## src/rtl/key_entry.sv

```systemverilog
// Keypad entry controller: debounces scanner presses and assembles 4-digit BCD PINs.
// Digits shift in from the right; '#' completes a full entry and '*' clears it.
module key_entry #(
    parameter int DEBOUNCE_CYCLES = 16
) (
    input  logic        clk,
    input  logic        rst_n,
    input  logic        key_valid,
    input  logic [3:0]  key_code,
    output logic [15:0] entry,
    output logic [2:0]  entry_cnt,
    output logic [15:0] pin_out,
    output logic        pin_ready,
    output logic        key_accept,
    output logic        key_err
);

    localparam logic [15:0] DB_LIMIT  = 16'(DEBOUNCE_CYCLES);
    localparam logic [3:0]  CODE_STAR = 4'd13;
    localparam logic [3:0]  CODE_HASH = 4'd14;

    typedef enum logic [1:0] {
        IDLE,
        DEBOUNCE,
        HELD
    } state_t;

    state_t      state, state_nx;
    logic [15:0] stable_cnt, stable_cnt_nx;
    logic [15:0] release_cnt, release_cnt_nx;
    logic [3:0]  code_q, code_nx;
    logic [15:0] entry_nx, pin_out_nx;
    logic [2:0]  entry_cnt_nx;
    logic        pin_ready_nx, key_accept_nx, key_err_nx;

    function automatic logic [15:0] sat_inc(input logic [15:0] v);
        return (v == 16'hFFFF) ? v : v + 16'd1;
    endfunction

    always_comb begin
        // NOTE: every variable gets a default before any branch so no path can leave it unassigned and infer a latch.
        state_nx       = state;
        stable_cnt_nx  = stable_cnt;
        release_cnt_nx = release_cnt;
        code_nx        = code_q;
        entry_nx       = entry;
        entry_cnt_nx   = entry_cnt;
        pin_out_nx     = pin_out;
        pin_ready_nx   = 1'b0;
        key_accept_nx  = 1'b0;
        key_err_nx     = 1'b0;

        unique case (state)
            IDLE: begin
                if (key_valid) begin
                    code_nx       = key_code;
                    stable_cnt_nx = 16'd1;
                    state_nx      = DEBOUNCE;
                end
            end
            DEBOUNCE: begin
                if (!key_valid || key_code != code_q) begin
                    stable_cnt_nx = 16'd0;
                    state_nx      = IDLE;
                end else begin
                    stable_cnt_nx = sat_inc(stable_cnt);
                    if (stable_cnt_nx >= DB_LIMIT) begin
                        key_accept_nx  = 1'b1;
                        release_cnt_nx = 16'd0;
                        state_nx       = HELD;
                    end
                end
            end
            HELD: begin
                // Code changes are ignored here; only a sustained release re-arms the debouncer.
                if (key_valid) begin
                    release_cnt_nx = 16'd0;
                end else begin
                    release_cnt_nx = sat_inc(release_cnt);
                    if (release_cnt_nx >= DB_LIMIT) begin
                        release_cnt_nx = 16'd0;
                        state_nx       = IDLE;
                    end
                end
            end
            default: state_nx = IDLE;
        endcase

        if (key_accept_nx) begin
            if (code_q <= 4'd9) begin
                if (entry_cnt == 3'd4) begin
                    key_err_nx = 1'b1;
                end else begin
                    entry_nx     = {entry[11:0], code_q};
                    entry_cnt_nx = entry_cnt + 3'd1;
                end
            end else if (code_q == CODE_STAR) begin
                entry_nx     = 16'd0;
                entry_cnt_nx = 3'd0;
            end else if (code_q == CODE_HASH) begin
                if (entry_cnt == 3'd4) begin
                    pin_out_nx   = entry;
                    pin_ready_nx = 1'b1;
                end else begin
                    key_err_nx = 1'b1;
                end
                entry_nx     = 16'd0;
                entry_cnt_nx = 3'd0;
            end
        end
    end

    // NOTE: sequential state uses non-blocking assignments so all registers see pre-edge values.
    always_ff @(posedge clk or negedge rst_n) begin
        if (!rst_n) begin
            state       <= IDLE;
            stable_cnt  <= 16'd0;
            release_cnt <= 16'd0;
            code_q      <= 4'd0;
            entry       <= 16'd0;
            entry_cnt   <= 3'd0;
            pin_out     <= 16'd0;
            pin_ready   <= 1'b0;
            key_accept  <= 1'b0;
            key_err     <= 1'b0;
        end else begin
            state       <= state_nx;
            stable_cnt  <= stable_cnt_nx;
            release_cnt <= release_cnt_nx;
            code_q      <= code_nx;
            entry       <= entry_nx;
            entry_cnt   <= entry_cnt_nx;
            pin_out     <= pin_out_nx;
            pin_ready   <= pin_ready_nx;
            key_accept  <= key_accept_nx;
            key_err     <= key_err_nx;
        end
    end

endmodule

```

## config.mk

```make
export PLATFORM = sky130hd
export DESIGN_NAME = key_entry
export DESIGN_NICKNAME = d
export VERILOG_FILES = /design/src/rtl/key_entry.sv
export SDC_FILE = /design/constraint.sdc
export NUM_CORES = 1
export LEC_CHECK = 0
export CORE_UTILIZATION = 57
export DETAILED_ROUTE_END_ITERATION = 8
export PLACE_DENSITY = 0.8
export REMOVE_ABC_BUFFERS = 1
export SLEW_MARGIN = 20
export SYNTH_ARGS = -nofsm -noshare
export SYNTH_HDL_FRONTEND = slang
export SYNTH_SLANG_ARGS = --single-unit
```

## constraint.sdc

```tcl
create_clock -name clk -period 3.4 [get_ports clk]
set_input_delay 0.68 -clock clk [delete_from_list [all_inputs] [get_ports clk]]
set_output_delay 0.68 -clock clk [all_outputs]
set_load 0.02 [all_outputs]
```

==> results.md <==
- Status: finished clean
- GRT Util Overall: 25.01%
- Inserted Clock Buffers: 9
- Syn avg cell area: approximately 10 µm²
- Fin. max-slew vios: 0
- DRT iter0 DRCs: ~200
- Clock Skew: about 0.011 ns
- YS warnings: 0
- Netlist cell types: 60
- Hold WC Path Type: in2async
- Initial Util: between 50% and 60%
- Maximum vdd drop: 0.2864 mV
- Post-Place Worst Slack: about 0.36 ns
- Post-synthesis adder-cell area fraction: 1.212%
- Worst EP arrival: 3.12 ns
- Per-cell routed wire length: 16.39 µm
- Main combinational cell family by area after synthesis: simple AND/OR/NAND/NOR gates
- Routed Antenna Nets: 0
- CP endpoint kind: flip-flop
- Largest net degree at the start of global routing: between 70 and 80
- Crit path max fanout: 16
- Placed Area: between 0.004 and 0.005 mm²
- HPWL Detailed: 6165 µm
- CP max stage cell: a21oi_4
- Final setup TNS: 0 ns
- Hold_ws: approximately 0.46 ns
- Synth area leaders: dfrtp_1 (46%), mux2_2 (5.2%), mux2_4 (3.6%)
- LEAKAGE: about 2.1 nW
- Post-Syn Area: slightly above 0.004 mm²
- Yosys top cell area share: 46.06%
- Routed vias: roughly 3200
- Layout cells sized above 1: approximately 15%
- Die W: between 80 and 90 µm
- Critical path required time: around 3.6 ns
- Worst r2r path cells: 7
- H-tree Lvls: 3
- Sequential area share after synthesis: around 46%
- Initial antenna violation count: 0
- Fin crit period: between 2 and 3 ns
- Vias in the first global route: 2979
- Global-route wire length before repair: 14520 µm
- Residual DRC: 0
- Startpoint Class: flip-flop
- R2r endpoint: pin_out[4]
- CP startpoint: stable_cnt[0]
- Overall Power: between 0.0015 and 0.002 W
- CP Capture Point: pin_out[4]
- Syn-to-layout area delta: 16.00%
- Final setup margin: ~0.52 ns
- Die height: between 80 and 90 µm
- Most common cell after layout, fill and taps aside: dfrtp_1
- CP Class: reg2reg
- Final hold vios: 0
- Die area: approximately 0.0076 mm²
- Max Cap Viol: 0
- Reg-to-reg startpoint: stable_cnt[0]
- Gate count of the mapped netlist: around 400
- Period utilisation layout: between 80 and 90%
- Row count: 30
- Area leader, netlist: dfrtp_1
- Clock sink count: 76
- Post-CTS setup buffers: 0
- Xor and xnor fraction of the mapped netlist area: 1.909%
- CTS Buffer Depth: 2
- Ys async rst share: 100.0%
- Crit-path cells: ha_1, and2_1, o21ai_0, mux2i_1, nor4_4, a21oi_4, mux2_2
- Hold_buf cts: 0
- IO buf count: 44
- Mean number of vias per cell: between 5 and 6
- Worst slew margin: 38.33%
- Post-route cell area: about 0.0048 mm²
- GRT Residual Overflow: 0
- Synth Area in Compound Gates: between 10% and 20%
- Maximum clock frequency: 0.3476 GHz
- Post-Route WL: 8800 µm
- Power Density: approximately 350 mW/mm²
- Commonest non-fill, non-tap cells in the layout: dfrtp_1 (76), clkdlybuf4s50_1 (43), nand2_1 (35)
- Flop-to-flop setup slack: about 0.52 ns
- Worst-Margin Slew: a little over 0.9 ns
- Max stage delay on crit path: roughly 0.59 ns
- Antenna cells: 0
- Simple-gate share of the synthesized area: between 10% and 20%
- Post-synthesis mux area share: 11.73%
- I/O pins: between 40 and 50
- Clock root cell: clkbuf_8
- Most used DFF post-synth: dfrtp_1
- Post-synthesis register bit count: 76
- Endpoints failing setup: 0
- Gates resized, CTS repair: 0
- EDFF count, synth: 0
- Core Box Area: just under 0.007 mm²
- Nets@finish: around 450
- Unrepaired setup endpoints after global routing: false
- CTS tree: yes
- Drt first pass iters: 5
- Clock slew at reported path FFs: 0.09 ns
- Worst-Skew Late Latency: approximately 0.35 ns
- RD Place Congestion: roughly 0.97
-- where the power goes --
part / total [W] / internal (W) / switching, W
Sequential: 0.000937 / 0.000914 / 0.0000224
Clock: 0.000626 / 0.000273 / 0.000353
Combinational: 0.000116 / 0.0000447 / 0.0000711
-- synthesized netlist by cell type, types with 3 or more instances --
cell type and count:
mux2_2 19, o2111ai_1 3, xnor2_1 6, o31ai_1 3
and3_1 5, o21ai_0 21, a22o_1 4, dfrtp_1 76
ha_1 4, mux2i_1 12, nand2_1 35, a41oi_1 5
buf_2 5, a31oi_1 8, clkbuf_1 9, nand3_1 13
a21oi_1 13, nor2b_1 4, and2_1 15, and4_1 6
buf_6 5, inv_1 19, xor2_1 3, nor2_1 27
nand4_1 13, mux2_4 10, o21a_1 3, nor3b_1 3
nor4_1 5
-- state kept, by name (all words and copies together) (netlist names) --
signal / count
key_accept: 1
release_cnt: 16
pin_ready: 1
entry: 16
stable_cnt: 16
pin_out: 16
state: 2
key_err: 1
code_q: 4
entry_cnt: 3
-- cell families after synthesis --
group	Yosys count
AND/OR/NAND/NOR	140
XOR/XNOR	9
AO/OA/AOI/OAI	86
multiplexers	41
flip-flops	76
adder cells (fa/ha/maj)	4
buffers and inverters	39
-- area by class of cell --
type	instances	area [µm²]
sequential	76	1902
tap	96	120.1
clock inverter	7	56.30
multi-input combinational	280	2033
clock buffer	9	123.9
inverter	19	71.32
fill	530	2117
timing repair buffer	50	483.0
-- critical path, delay by kind of cell, from the launching register on --
kind / cells / cell delay [ns]
flip-flops: 1 / 0.45
AND/OR/NAND/NOR: 2 / 0.50
multiplexers: 2 / 0.79
adder cells (fa/ha/maj): 1 / 0.29
AO/OA/AOI/OAI: 2 / 0.73
-- routing by layer --
| metal | track usage [%] | wire, µm | vias up |
|---|---|---|---|
| li1 | - | - | 1537 |
| met1 | 33.75 | 3929 | 1583 |
| met2 | 40.59 | 4373 | 86 |
| met3 | 6.161 | 442 | 6 |
| met4 | 6.557 | 54 | 0 |
| met5 | 0 | 0 | - |
-- metrics by stage --
step / utilization [%] / cells
final: 69.35 / 537
after global routing: 69.35 / 537
after CTS: 69.35 / 537
after detailed placement: 66.74 / 521
after global placement: 66.74 / 521
after floorplan: - / 375
-- worst min-delay path by stage --
stage	startpoint	endpoint	slack (ns)	depth (start not counted)
after floorplan	rst_n	code_q[0]	0.38	0
after global placement	pin_out[0]	pin_out[0]	0.49	1
after detailed placement	pin_out[13]	pin_out[13]	0.49	1
after CTS	rst_n	release_cnt[8]	0.50	1
after global routing	rst_n	release_cnt[8]	0.52	1
final	rst_n	release_cnt[8]	0.46	1
No activity file was read; power rests on OpenSTA's default activity.
